==> config.mk <==
export PLATFORM = sky130hd
export DESIGN_NAME = pixel_seq_ctrl
export DESIGN_NICKNAME = d
export VERILOG_FILES = /design/src/rtl/pixel_seq_ctrl.sv
export SDC_FILE = /design/constraint.sdc
export NUM_CORES = 1
export LEC_CHECK = 0
export CAP_MARGIN = 20
export CELL_PAD_IN_SITES_DETAIL_PLACEMENT = 1
export CELL_PAD_IN_SITES_GLOBAL_PLACEMENT = 1
export CORE_MARGIN = 2
export CORE_UTILIZATION = 38
export CTS_CLUSTER_SIZE = 12
export DETAILED_ROUTE_END_ITERATION = 12
export MAX_ROUTING_LAYER = met4
export PLACE_DENSITY_LB_ADDON = 0.1
export RECOVER_POWER = 50
export SLEW_MARGIN = 20
export SYNTH_ARGS = -nofsm -noshare
export SYNTH_HDL_FRONTEND = slang
export SYNTH_SLANG_ARGS = --single-unit
==> constraint.sdc <==
create_clock -name clk -period 2.3 [get_ports clk]
set_input_delay 0.345 -clock clk [delete_from_list [all_inputs] [get_ports clk]]
set_output_delay 0.345 -clock clk [all_outputs]
set_load 0.005 [all_outputs]
==> src/rtl/pixel_seq_ctrl.sv <==
// Frame sequencer for the pixel array and column ADC: frame reset, counted exposure, then per-row ADC reset/convert/read.
// Optional ADC watchdog is built when PIXEL_SEQ_ADC_TIMEOUT_EN is defined; otherwise error is tied low.
module pixel_seq_ctrl #(
    parameter int ROWS    = 4,
    parameter int EXP_W   = 8,
    parameter int TIMEOUT = 64,
    localparam int ROW_W  = (ROWS > 1) ? $clog2(ROWS) : 1
) (
    input  logic             clk,
    input  logic             state_reset,
    input  logic             start,
    input  logic [EXP_W-1:0] expose_cycles,
    input  logic             ADC_finished,
    output logic             frame_reset,
    output logic             expose_enable,
    output logic             ADC_reset,
    output logic             convert,
    output logic             read,
    output logic [ROW_W-1:0] read_row,
    output logic             busy,
    output logic             frame_done,
    output logic             error
);

    if (ROWS < 1 || EXP_W < 1 || TIMEOUT < 1) begin : g_param_check
        $error("pixel_seq_ctrl: ROWS, EXP_W and TIMEOUT must all be >= 1");
    end

    typedef enum logic [2:0] {
        S_IDLE,
        S_FRAMERESET,
        S_EXPOSE,
        S_ADCRESET,
        S_CONVERT,
        S_READ,
        S_DONE
    } state_t;

    localparam logic [EXP_W-1:0] EXP_ONE  = EXP_W'(1);
    localparam logic [ROW_W-1:0] ROW_ONE  = ROW_W'(1);
    localparam logic [ROW_W-1:0] ROW_LAST = ROW_W'(ROWS - 1);

    state_t           state_reg, state_next;
    logic [EXP_W-1:0] exp_len_reg, exp_len_next;
    logic [EXP_W-1:0] exp_cnt_reg, exp_cnt_next;
    logic [ROW_W-1:0] row_reg, row_next;
    logic [ROW_W-1:0] read_row_reg, read_row_next;
    logic             frame_reset_reg, frame_reset_next;
    logic             expose_enable_reg, expose_enable_next;
    logic             adc_reset_reg, adc_reset_next;
    logic             convert_reg, convert_next;
    logic             read_reg, read_next;
    logic             busy_reg, busy_next;
    logic             frame_done_reg, frame_done_next;

`ifdef PIXEL_SEQ_ADC_TIMEOUT_EN
    localparam int WD_W = $clog2(TIMEOUT + 1);
    localparam logic [WD_W-1:0] WD_LAST = WD_W'(TIMEOUT - 1);
    localparam logic [WD_W-1:0] WD_ONE  = WD_W'(1);

    logic [WD_W-1:0] wd_reg, wd_next;
    logic            error_reg, error_next;
`endif

    always_comb begin
        state_next   = state_reg;
        exp_len_next = exp_len_reg;
        exp_cnt_next = exp_cnt_reg;
        row_next     = row_reg;
`ifdef PIXEL_SEQ_ADC_TIMEOUT_EN
        wd_next      = wd_reg;
        error_next   = error_reg;
`endif
        case (state_reg)
            S_IDLE: begin
                row_next     = '0;
                exp_cnt_next = '0;
                if (start) begin
                    state_next   = S_FRAMERESET;
                    exp_len_next = (expose_cycles == '0) ? EXP_ONE : expose_cycles;
`ifdef PIXEL_SEQ_ADC_TIMEOUT_EN
                    error_next   = 1'b0;
`endif
                end
            end
            S_FRAMERESET: begin
                state_next   = S_EXPOSE;
                exp_cnt_next = '0;
            end
            S_EXPOSE: begin
                // Counts 0..exp_len-1, so a full-scale length never wraps the counter.
                if (exp_cnt_reg == exp_len_reg - EXP_ONE) begin
                    state_next = S_ADCRESET;
                    row_next   = '0;
                end else begin
                    exp_cnt_next = exp_cnt_reg + EXP_ONE;
                end
            end
            S_ADCRESET: begin
                state_next = S_CONVERT;
`ifdef PIXEL_SEQ_ADC_TIMEOUT_EN
                wd_next    = '0;
`endif
            end
            S_CONVERT: begin
                // A finish arriving on the expiry cycle still counts as a good conversion.
                if (ADC_finished) begin
                    state_next = S_READ;
`ifdef PIXEL_SEQ_ADC_TIMEOUT_EN
                end else if (wd_reg == WD_LAST) begin
                    state_next = S_IDLE;
                    error_next = 1'b1;
                end else begin
                    wd_next = wd_reg + WD_ONE;
`endif
                end
            end
            S_READ: begin
                if (row_reg == ROW_LAST) begin
                    state_next = S_DONE;
                end else begin
                    state_next = S_ADCRESET;
                    row_next   = row_reg + ROW_ONE;
                end
            end
            S_DONE: begin
                state_next = S_IDLE;
            end
            default: begin
                state_next = S_IDLE;
            end
        endcase

        // Outputs are decoded from the next state so they line up with the state register.
        frame_reset_next   = (state_next == S_FRAMERESET);
        expose_enable_next = (state_next == S_EXPOSE);
        adc_reset_next     = (state_next == S_ADCRESET);
        convert_next       = (state_next == S_CONVERT);
        read_next          = (state_next == S_READ);
        frame_done_next    = (state_next == S_DONE);
        busy_next          = (state_next != S_IDLE);

        read_row_next = read_row_reg;
        if (state_next == S_READ) begin
            read_row_next = row_reg;
        end else if (state_next == S_IDLE) begin
            read_row_next = '0;
        end
    end

    always_ff @(posedge clk or posedge state_reset) begin
        if (state_reset) begin
            state_reg         <= S_IDLE;
            exp_len_reg       <= '0;
            exp_cnt_reg       <= '0;
            row_reg           <= '0;
            read_row_reg      <= '0;
            frame_reset_reg   <= 1'b0;
            expose_enable_reg <= 1'b0;
            adc_reset_reg     <= 1'b0;
            convert_reg       <= 1'b0;
            read_reg          <= 1'b0;
            busy_reg          <= 1'b0;
            frame_done_reg    <= 1'b0;
        end else begin
            state_reg         <= state_next;
            exp_len_reg       <= exp_len_next;
            exp_cnt_reg       <= exp_cnt_next;
            row_reg           <= row_next;
            read_row_reg      <= read_row_next;
            frame_reset_reg   <= frame_reset_next;
            expose_enable_reg <= expose_enable_next;
            adc_reset_reg     <= adc_reset_next;
            convert_reg       <= convert_next;
            read_reg          <= read_next;
            busy_reg          <= busy_next;
            frame_done_reg    <= frame_done_next;
        end
    end

`ifdef PIXEL_SEQ_ADC_TIMEOUT_EN
    always_ff @(posedge clk or posedge state_reset) begin
        if (state_reset) begin
            wd_reg    <= '0;
            error_reg <= 1'b0;
        end else begin
            wd_reg    <= wd_next;
            error_reg <= error_next;
        end
    end

    assign error = error_reg;
`else
    assign error = 1'b0;
`endif

    assign frame_reset   = frame_reset_reg;
    assign expose_enable = expose_enable_reg;
    assign ADC_reset     = adc_reset_reg;
    assign convert       = convert_reg;
    assign read          = read_reg;
    assign read_row      = read_row_reg;
    assign busy          = busy_reg;
    assign frame_done    = frame_done_reg;

endmodule

==> Word-level counts from Yosys, hierarchy flattened <==
Cells that the tools add are included.
{ "totals": {"ramBits": 0, "register_bits": 30, "latchBits": 0, "word_cells": 55, "in_bits": 12, "mem_bits_ro": 0, "mem_count": 0} }
{ "op_classes": {"shifts": 0, "n_div": 0, "order_cmp": 0, "add_sub_neg": 3, "n_mux": 13, "multipliers": 0, "eq_ne": 16, "reduce_logical": 11, "bitwise": 0} }
{ "op_table": {"columns": ["op", "n"], "rows": [
  ["one-hot mux 3 bit (6 select lines)", 1],
  ["2-to-1 mux 8 bit", 2],
  ["one-hot mux 8 bit (2 select lines)", 1],
  ["== test 3 bit (second input constant)", 5],
  ["== test 3 x 2 -> 1 bit (second input constant)", 4],
  ["2-to-1 mux 3 bit", 4],
  ["adder 8 x 1 -> 8 bit (second input constant)", 1],
  ["== test 8 bit", 1],
  ["zero test 8 bit", 1],
  ["2-to-1 mux 2 bit", 4],
  ["subtractor 8 x 1 -> 8 bit (second input constant)", 1],
  ["== test 3 x 1 -> 1 bit (second input constant)", 2],
  ["zero test 3 bit", 2],
  ["inequality test 2 bit (second input constant)", 3],
  ["one-hot mux 2 bit (3 select lines)", 1],
  ["nonzero test 3 bit", 2],
  ["AND reduction 2 bit", 2],
  ["nonzero test 2 bit", 2],
  ["AND reduction 3 bit", 1],
  ["adder 2 x 1 -> 2 bit (second input constant)", 1],
  ["== test 2 bit (second input constant)", 1],
  ["OR reduction 2 bit", 1]
]} }

==> Logic depth before layout (Yosys ltp) <==
Gate-level depths: netlist of the first run.
{ "depth": {"depth_word": 7, "mapped_depth": 10, "mapped_depth_nobuf": 9} }

==> Least setup slack after synthesis of the first run <==
Ideal clock, no wire load.
{ "synth_timing": {"kind": "reg2reg", "startpoint": "register exp_len_reg[0]", "endpoint": "register exp_cnt_reg[1]", "setup_slack_ps": 139, "arrival_ps": 2035, "path_stages_with_launch": 11, "n_path_buf": 1, "required_ps": 2174, "setup_ps": 126, "synth_period_minus_slack_ps": 2161, "cell_sequence": "dfrtp_1 inv_1 ha_1 buf_2 xor2_1 nor2_1 a21oi_1 a2111oi_4 a21oi_2 and4b_1 a311o_1"} }
{ "synth_between": {"elab_chain_len": 4} }
{ "synth_rtl": {"columns": ["element", "line", "source"], "rows": [
  ["start, declared", "44", "logic [EXP_W-1:0] exp_len_reg, exp_len_next;"],
  ["start signal, assigned", "167", "exp_len_reg <= exp_len_next;"],
  ["subtractor 8 x 1 -> 8 bit", "92", "if (exp_cnt_reg == exp_len_reg - EXP_ONE) begin"],
  ["== test 8 bit", "92", null],
  ["inequality test 2 bit (no line)", null, null],
  ["AND reduction 2 bit (no line)", null, null],
  ["end signal, assigned", "168", "exp_cnt_reg <= exp_cnt_next;"],
  ["end, declared", "45", "logic [EXP_W-1:0] exp_cnt_reg, exp_cnt_next;"]
]} }
No other way between the ends.
A chain may end at the register's enable or synchronous reset.

==> Final worst setup path of the first run <==
{ "layout_timing": {"startpoint": "register exp_len_reg[3]", "endpoint": "register exp_cnt_reg[1]"} }
Same word-level chain as after synthesis.

==> results of run 1 <==
[what timing repair did]
action / CTS / global route
setup buffers: 1 / 2
pin swaps: 1 / 2
setup endpoints to repair: 7 / 13
gates resized for setup: 3 / 7
hold buffers: 0 / 0
[critical path: stages (launching register included)]
cell and delay (ps):
sky130_fd_sc_hd__dfrtp_2 470, sky130_fd_sc_hd__nor4_4 380, sky130_fd_sc_hd__a211oi_1 130, sky130_fd_sc_hd__o21bai_1 190, sky130_fd_sc_hd__nand2_1 180, sky130_fd_sc_hd__nand2_2 190, sky130_fd_sc_hd__nand2_1 120, sky130_fd_sc_hd__a311o_1 360
[kinds of logic after synthesis]
| group | share of synthesized area, % |
|---|---|
| buffers and inverters | 5.633 |
| adder cells (fa/ha/maj) | 2.113 |
| multiplexers | 5.493 |
| AND/OR/NAND/NOR | 21.97 |
| AO/OA/AOI/OAI | 17.40 |
| other | 0.2111 |
| flip-flops | 42.25 |
| XOR/XNOR | 4.929 |
[synthesized netlist by cell type, types with 3 or more instances]
master	instances	share of area (%)
sky130_fd_sc_hd__nor2b_1	4	1.4
sky130_fd_sc_hd__ha_1	3	2.1
sky130_fd_sc_hd__xnor2_1	5	2.5
sky130_fd_sc_hd__nor4_1	3	1.1
sky130_fd_sc_hd__dfrtp_1	30	42
sky130_fd_sc_hd__mux2i_1	3	1.7
sky130_fd_sc_hd__and3_1	3	1.1
sky130_fd_sc_hd__nand4_1	3	1.1
sky130_fd_sc_hd__nor2_1	10	2.1
sky130_fd_sc_hd__buf_2	5	1.4
sky130_fd_sc_hd__clkbuf_1	4	0.84
sky130_fd_sc_hd__mux2_2	6	3.8
sky130_fd_sc_hd__inv_1	8	1.7
sky130_fd_sc_hd__xor2_1	5	2.5
sky130_fd_sc_hd__a21oi_1	4	1.1
sky130_fd_sc_hd__nand2_1	24	5.1
sky130_fd_sc_hd__a31oi_1	3	1.1
sky130_fd_sc_hd__nand3_1	6	1.7
sky130_fd_sc_hd__o32ai_1	3	1.5
sky130_fd_sc_hd__o211ai_1	5	2.1
sky130_fd_sc_hd__nor3_1	4	1.1
sky130_fd_sc_hd__o21ai_0	8	2.3
[final cells by class]
class                      count  area [µm²]
clock buffer                   7       76.32
clock inverter                 1       30.03
fill                         501        2223
inverter                       8       30.03
multi-input combinational    134       950.9
sequential                    30       754.5
tap                           52       65.06
timing repair buffer          32       284.0
[final timing paths]
path,from,to,slack (ps),cells after the start
max in group asynchronous,state_reset,exp_len_reg[1]$_DFFE_PP0P_,1020,3
setup reg to reg,exp_len_reg[3]$_DFFE_PP0P_,exp_cnt_reg[1]$_DFFE_PP0P_,160,7
hold / removal,read_row[0]$_DFFE_PP0P_,read_row[0]$_DFFE_PP0P_,520,1
setup / recovery,exp_len_reg[3]$_DFFE_PP0P_,exp_cnt_reg[1]$_DFFE_PP0P_,160,7
hold reg to reg,read_row[0]$_DFFE_PP0P_,read_row[0]$_DFFE_PP0P_,520,1
min in group asynchronous,state_reset,frame_reset$_DFF_PP0_,740,3
[power by group]
part	internal [W]	leakage [nW]	switching, W	total, W
Combinational	0.000551	0.472	0.000621	0.00117
Clock	0.000324	0.0524	0.000207	0.000530
Sequential	0.000686	0.388	0.000262	0.000947
Total	0.00156	0.912	0.00109	0.00265
[layer usage]
metal / up-vias / track usage (%) / wire length (µm)
met5: - / - / 0
met4: 0 / 7.613 / 61
met3: 7 / 4.028 / 116
met2: 17 / 34.66 / 2488
met1: 751 / 25.00 / 2006
li1: 710 / - / -
[through the flow]
stage | setup WS (ps) | cells | area, µm² | setup TNS, ps | hold slack (ps)
3_3_place_gp | 57.85 | 253 | 2046 | 0 | 486.2
4_1_cts | 12.47 | 262 | 2175 | 0 | 463.5
3_5_place_dp | -67.29 | 253 | 2046 | -136.6 | 502.0
6_report | 158.7 | 264 | 2191 | 0 | 518.2
2_1_floorplan | 139.0 | 185 | 1777 | 0 | 435.8
5_1_grt | -11.56 | 264 | 2191 | -11.56 | 554.0
==> impl_summary.md, run 1 <==
Pwr
The power density of the placed cells is 1209 nW/µm². In this run the static leakage power is 0.9124 nW. The post-layout total power is 0.002650 W. VDD sags by at most 0.0004777 V.

Worst setup path
STA classifies the critical path startpoint as a register. The endpoint kind of the worst setup timing path is a register. The required arrival time at the worst endpoint is 2470 ps. Data on the critical path arrives at its endpoint at 2310 ps. The largest fanout on the critical path is 8. The kind of critical path is register to register.

Synthesis
The async set-or-reset flop fraction in the synthesized netlist is 100.0%. The most instantiated flip-flop cell in the synthesis netlist is sky130_fd_sc_hd__dfrtp_1. Yosys printed 0 warnings. The per-instance average area after synthesis is 9.604 µm².

Yosys mapped a number of flops with a built-in enable equal to 0. The number of nets in the synthesized netlist is 200. The number of distinct standard cells referenced by the synthesized netlist is 50. The netlist area before placement is 1777 µm². Sequential elements use 42.25% of the synthesized area. The synthesized flop and latch total is 30. The number of instances in the synthesized netlist is 185.

Layout
The library cells used most frequently in the layout, excluding fill and tap cells, are 27 x sky130_fd_sc_hd__dfrtp_1, 23 x sky130_fd_sc_hd__nand2_1, 19 x sky130_fd_sc_hd__clkdlybuf4s50_1. The fraction of the core area covered by cells at the end of the flow is 49.63%. The repair_antennas step left the layout with diodes totalling 0. Compared with the post-synthesis result, the final layout area differs by 23.31%. The net count of the finished layout is 226. Cells with a size suffix above 1 make up 19.34% of the layout. The library cell used most frequently in the layout, excluding fill and tap cells, is sky130_fd_sc_hd__dfrtp_1.

STA
On the final layout, the worst clock skew is 2.620 ps. The worst pin sits at a relative slew slack of 47.65%. The final setup violation count is 0.

The hold violation total from the final report is 0. The count of pins over their slew limit is 0. After layout, the worst path uses 93.10% of the clock period. Timing would allow up to 0.4670 GHz. The transition time at the pin with the least slew margin is 785.2 ps. After layout, the minimum clock period comes to 2141 ps.

Die
The starting density of the core is 40.25%. The chip height is 72.38 µm. The die outline width is 72.38 µm.

The floorplan has 24 rows. The full die area is 5238 µm². The boundary pin count is 22. The floorplan step defined a core boundary enclosing 4414 µm².

Placement
In this run the tool buffered the top-level ports with 20 buffer cells. The detailed placement HPWL is 3.409 mm. The routability-driven placement congestion ratio is 0.8589.

Detailed routing
The detailed router's first-iteration violation count is 79. Wires add up to 4.673 mm. Using the TritonRoute via totals, the vias-per-cell ratio works out to 5.625.

The antenna violation net count after detailed routing is 0. The routed wirelength normalized by instance count is 17.70 µm. The remaining design rule violation count is 0. The via total after detailed routing is 1485. The number of detailed-route iterations in the first pass is 4.

Clock tree
For the worst-skew pair, the clock arrives at the later sink with an insertion delay of 280 ps. The master cell of the clock root buffer is sky130_fd_sc_hd__clkbuf_8. Counting the buffers created by CTS gives 5.

The clock transition at the registers of the reported paths is 70 ps. The longest clock path from root to sink contains 2 buffers. The clock sink count is 30. The deepest level of the CTS H-tree is 2. The clock tree from TritonCTS is built.

GRT
The wire length of the first global-routing pass is 8.066 mm. Entering global routing, the biggest net connects 31 pins. After global routing the overflow that remains totals 0. The number of antenna violations at the first check in global routing came to 0.

The via count of the first global-routing pass was 1614. The global routing usage summed across all routing layers is 20.77%.

Run
The tool flagged a number of max-cap violations equal to 0.

Status
The run finished with clean final reports.

Hold path
In this run the worst hold path is classified as register to register.
Note: power is estimated with default switching activity, not from simulation.
==> run 2, diff against run 1 <==
CORE_MARGIN = 4   (was 2)
==> impl_summary.md, run 2 (synthesized netlist as in run 1, its figures left out) <==
Status
The run finished with clean final reports.

Die
The boundary pin count is 22 (unchanged). The starting density of the core is 39.98% (-0.27 points). The die outline width is 76.38 µm (+5.5%). The chip height is 76.38 µm (+5.5%).

The area of the core was 4444 µm² (+0.68%). The number of placement rows is 24 (unchanged). The full die area is 5833 µm² (+11%).

Worst setup path
The critical path goes through buf_4 > nor3_1 > xnor2_1 > nand3_1 > a2111oi_4 > buf_4 > a21oi_2 > and4b_1 > a311o_1. The number of cells traversed by the worst register-to-register path came to 9 (+2). The largest fanout on the critical path is 4 (-4). The required arrival time at the worst endpoint is 2460 ps (about the same). Counting stages on the worst path, the most repeated cell is sky130_fd_sc_hd__buf_4.

The endpoint kind of the worst setup timing path is a register. The capturing point of the worst reg2reg path is exp_cnt_reg[1]$_DFFE_PP0P_. The worst setup path is launched from a register. The count of buffer and inverter cells on the critical path is 2 (+2).

The critical path arrival came to 2430 ps (+120 ps). The register-to-register setup slack is 30 ps (-130 ps). The kind of critical path is register to register. The stage delay of the slowest cell on the critical path is 380 ps (-90 ps). The worst flop-to-flop path startpoint is exp_len_reg[1]$_DFFE_PP0P_. The slowest stage of the critical path belongs to the cell sky130_fd_sc_hd__dfrtp_1. The cell family contributing the most delay on the critical path is compound AO/OA/AOI/OAI gates.

Layout
The number of inserted diodes is 0 (unchanged). The number of nets in the layout is 224 (-0.88%). The fraction of final layout cells with drive strength greater than 1 came to 16.19% (-3.1 points).

The post-route non-filler standard cell count is 262 (-0.76%). The area added between synthesis and finish is 21.48%. The total area of sequential cells was 750.7 µm² (-0.50%). Leaving out fill and tap cells, the most frequent cells in the layout are 30 x sky130_fd_sc_hd__dfrtp_1, 23 x sky130_fd_sc_hd__nand2_1, 19 x sky130_fd_sc_hd__clkdlybuf4s50_1.

The most frequent standard cell in the layout excluding fill and tap cells is sky130_fd_sc_hd__dfrtp_1. The area occupied by multi-input gates came to 955.9 µm² (+0.53%). The number of inserted filler cells in the final layout came to 520 (+3.8%).

GRT
The met2 layer usage reported by global route is 29.00% (-5.7 points). met2 is the most crowded layer. The via count of the first global-routing pass is 1572 (-2.6%). The largest net degree at the start of global routing is 31 (unchanged). The number of antenna violations at the first check in global routing is 0 (unchanged). The wire length of the first global-routing pass came to 7.672 mm (-4.9%). The leftover overflow at the end of global routing is 0 (unchanged). The met3 demand-to-capacity share in global routing was 3.428% (-0.60 points). The met1 usage in global routing is 19.26% (-5.7 points). The global routing usage summed across all routing layers is 16.47% (-4.3 points).

Clock tree
The deepest level of the CTS H-tree is 2 (unchanged). The clock transition at the registers of the reported paths came to 70 ps (about the same). The buffer depth of the longest clock path is 2 (unchanged).

Clock tree synthesis selected as its root buffer the cell sky130_fd_sc_hd__clkbuf_8. The number of CTS-inserted buffers was 5 (unchanged). TritonCTS built the clock tree. The number of buffers added to fix hold violations after cts is 0 (unchanged). The clock latency on the worst-skew pair is 280 ps (about the same). The clock sink count is 30 (unchanged).

Placement
The placed instance count is 253 (unchanged). The detailed placement HPWL is 3.288 mm (-3.5%). The count of input and output buffers is 20 (unchanged). The routability-driven placement congestion ratio is 0.8137 (-5.3%).

Run
The reported max-cap violation count is 0 (unchanged).

Detailed routing
The mean number of vias per cell is 5.679 (+0.97%). The antenna violation net count after detailed routing is 0 (unchanged). The total detailed-routing wirelength is 4.442 mm (-4.9%).

The detailed router's first-iteration violation count is 67 (-15%). The via total after detailed routing is 1488 (+0.20%). The remaining design rule violation count is 0 (unchanged). The number of detailed-route iterations in the first pass came to 4 (unchanged). The routed wirelength normalized by instance count came to 16.95 µm (-4.2%).

STA
The final critical-path required period is 2270 ps (+129.1 ps). The largest clock skew in the final design was 4.926 ps (+2.306 ps). The hold violation total from the final report was 0 (unchanged). The part of the cycle the worst path needs was 98.71% (+5.6 points). The worst hold slack is 526.2 ps (+7.953 ps).

The worst slew margin relative to its limit is 48.84% (+1.2 points). The transition time at the pin with the least slew margin is 767.4 ps (-17.77 ps). The count of pins over their slew limit was 0 (unchanged). The final setup violation count is 0 (unchanged). The fmax was 0.4405 GHz (-5.7%). The setup TNS after final layout is 0 ps (unchanged).

Pwr
The largest voltage drop on the vdd net is 0.0004951 V (+3.7%). The internal power came to 0.001465 W (-6.1%). The share of total power consumed by net switching is 42.18% (+1.1 points). The portion of total power attributed to sequential cells is 37.3% (+1.6 points). The leakage component of the power is 0.9079 nW (-0.50%).

The power density of the placed cells is 1174 nW/µm² (-2.9%). The net switching power was 0.001069 W (-1.9%). The clock network power share came to 17.1% (-2.9 points). The portion of total power attributed to combinational logic is 45.5% (+1.3 points).

Hold path
For hold timing, the worst endpoint is read_row[0]$_DFFE_PP0P_. The number of cells on the worst hold path is 1 (unchanged). The classification of the worst-slack hold path is register to register. The worst hold path begins at read_row[0]$_DFFE_PP0P_.
==> run 2: cell count changes in the layout (fill, tap and decap cells not counted), moves of 2 or more <==
cell	delta
sky130_fd_sc_hd__dfrtp_1	+3
sky130_fd_sc_hd__buf_4	-3
sky130_fd_sc_hd__inv_2	-2
sky130_fd_sc_hd__dfrtp_2	-3
sky130_fd_sc_hd__inv_1	+2
==> run 2: layout make-up <==
type | count | share of cell area (%)
Tap cell | 52 | 3.014
Clock buffer | 7 | 4.000
Sequential cell | 30 | 34.78
Clock inverter | 1 | 0.2319
Inverter | 8 | 1.391
Multi-Input combinational cell | 134 | 44.29
Timing Repair Buffer | 30 | 12.29
==> run 2: how the worst max path moves through the flow <==
stage / startpoint / endpoint / slack [ps] / cells past startpoint
finish: exp_len_reg[1]$_DFFE_PP0P_ / exp_cnt_reg[1]$_DFFE_PP0P_ / 30 / 9
floorplan: exp_len_reg[0]$_DFFE_PP0P_ / exp_cnt_reg[1]$_DFFE_PP0P_ / 140 / 10
CTS: exp_len_reg[0]$_DFFE_PP0P_ / exp_cnt_reg[7]$_DFFE_PP0P_ / 60 / 10
global route: exp_len_reg[2]$_DFFE_PP0P_ / exp_cnt_reg[1]$_DFFE_PP0P_ / -60 / 8
detailed placement: exp_len_reg[0]$_DFFE_PP0P_ / exp_cnt_reg[5]$_DFFE_PP0P_ / 30 / 9
global placement: exp_len_reg[2]$_DFFE_PP0P_ / exp_cnt_reg[5]$_DFFE_PP0P_ / 110 / 7
==> run 2: through the flow <==
stage | area (µm²) | utilization (%) | total power, W | setup slack (ps)
6_report | 2158 | 48.56 | 0.002534 | 29.67
5_1_grt | 2158 | 48.56 | 0.002739 | -56.57
4_1_cts | 2140 | 48.14 | 0.002528 | 56.55
3_5_place_dp | 2046 | 46.03 | 0.002069 | 27.14
3_3_place_gp | 2046 | 46.03 | 0.002015 | 106.9
2_1_floorplan | 1777 | - | 0.001687 | 139.0
==> run 2: repair_timing <==
item,CTS,global route
pin swaps,0,2
resized for setup,1,4
endpoints found under the setup margin,1,11
setup buffers,0,1
==> run 2: worst register-to-register path, cell delays in order (launching register included) <==
cell	delay [ps]
sky130_fd_sc_hd__dfrtp_1	380
sky130_fd_sc_hd__buf_4	150
sky130_fd_sc_hd__nor3_1	290
sky130_fd_sc_hd__xnor2_1	160
sky130_fd_sc_hd__nand3_1	130
sky130_fd_sc_hd__a2111oi_4	300
sky130_fd_sc_hd__buf_4	210
sky130_fd_sc_hd__a21oi_2	70
sky130_fd_sc_hd__and4b_1	190
sky130_fd_sc_hd__a311o_1	260
==> run 2: power groups by stage <==
stage          Combinational [W]  Clock (W)  Sequential [W]
2_1_floorplan           0.000857          0        0.000829
3_3_place_gp             0.00107          0        0.000941
3_5_place_dp             0.00111          0        0.000956
4_1_cts                  0.00112   0.000458        0.000948
5_1_grt                  0.00127   0.000487        0.000979
6_report                 0.00115   0.000434        0.000946
==> run 2: layer usage <==
metal	vias to the layer above	part of all wire, %
met5	-	0
met4	0	0.79
met3	4	2.0
met2	13	54
met1	759	43
li1	712	-
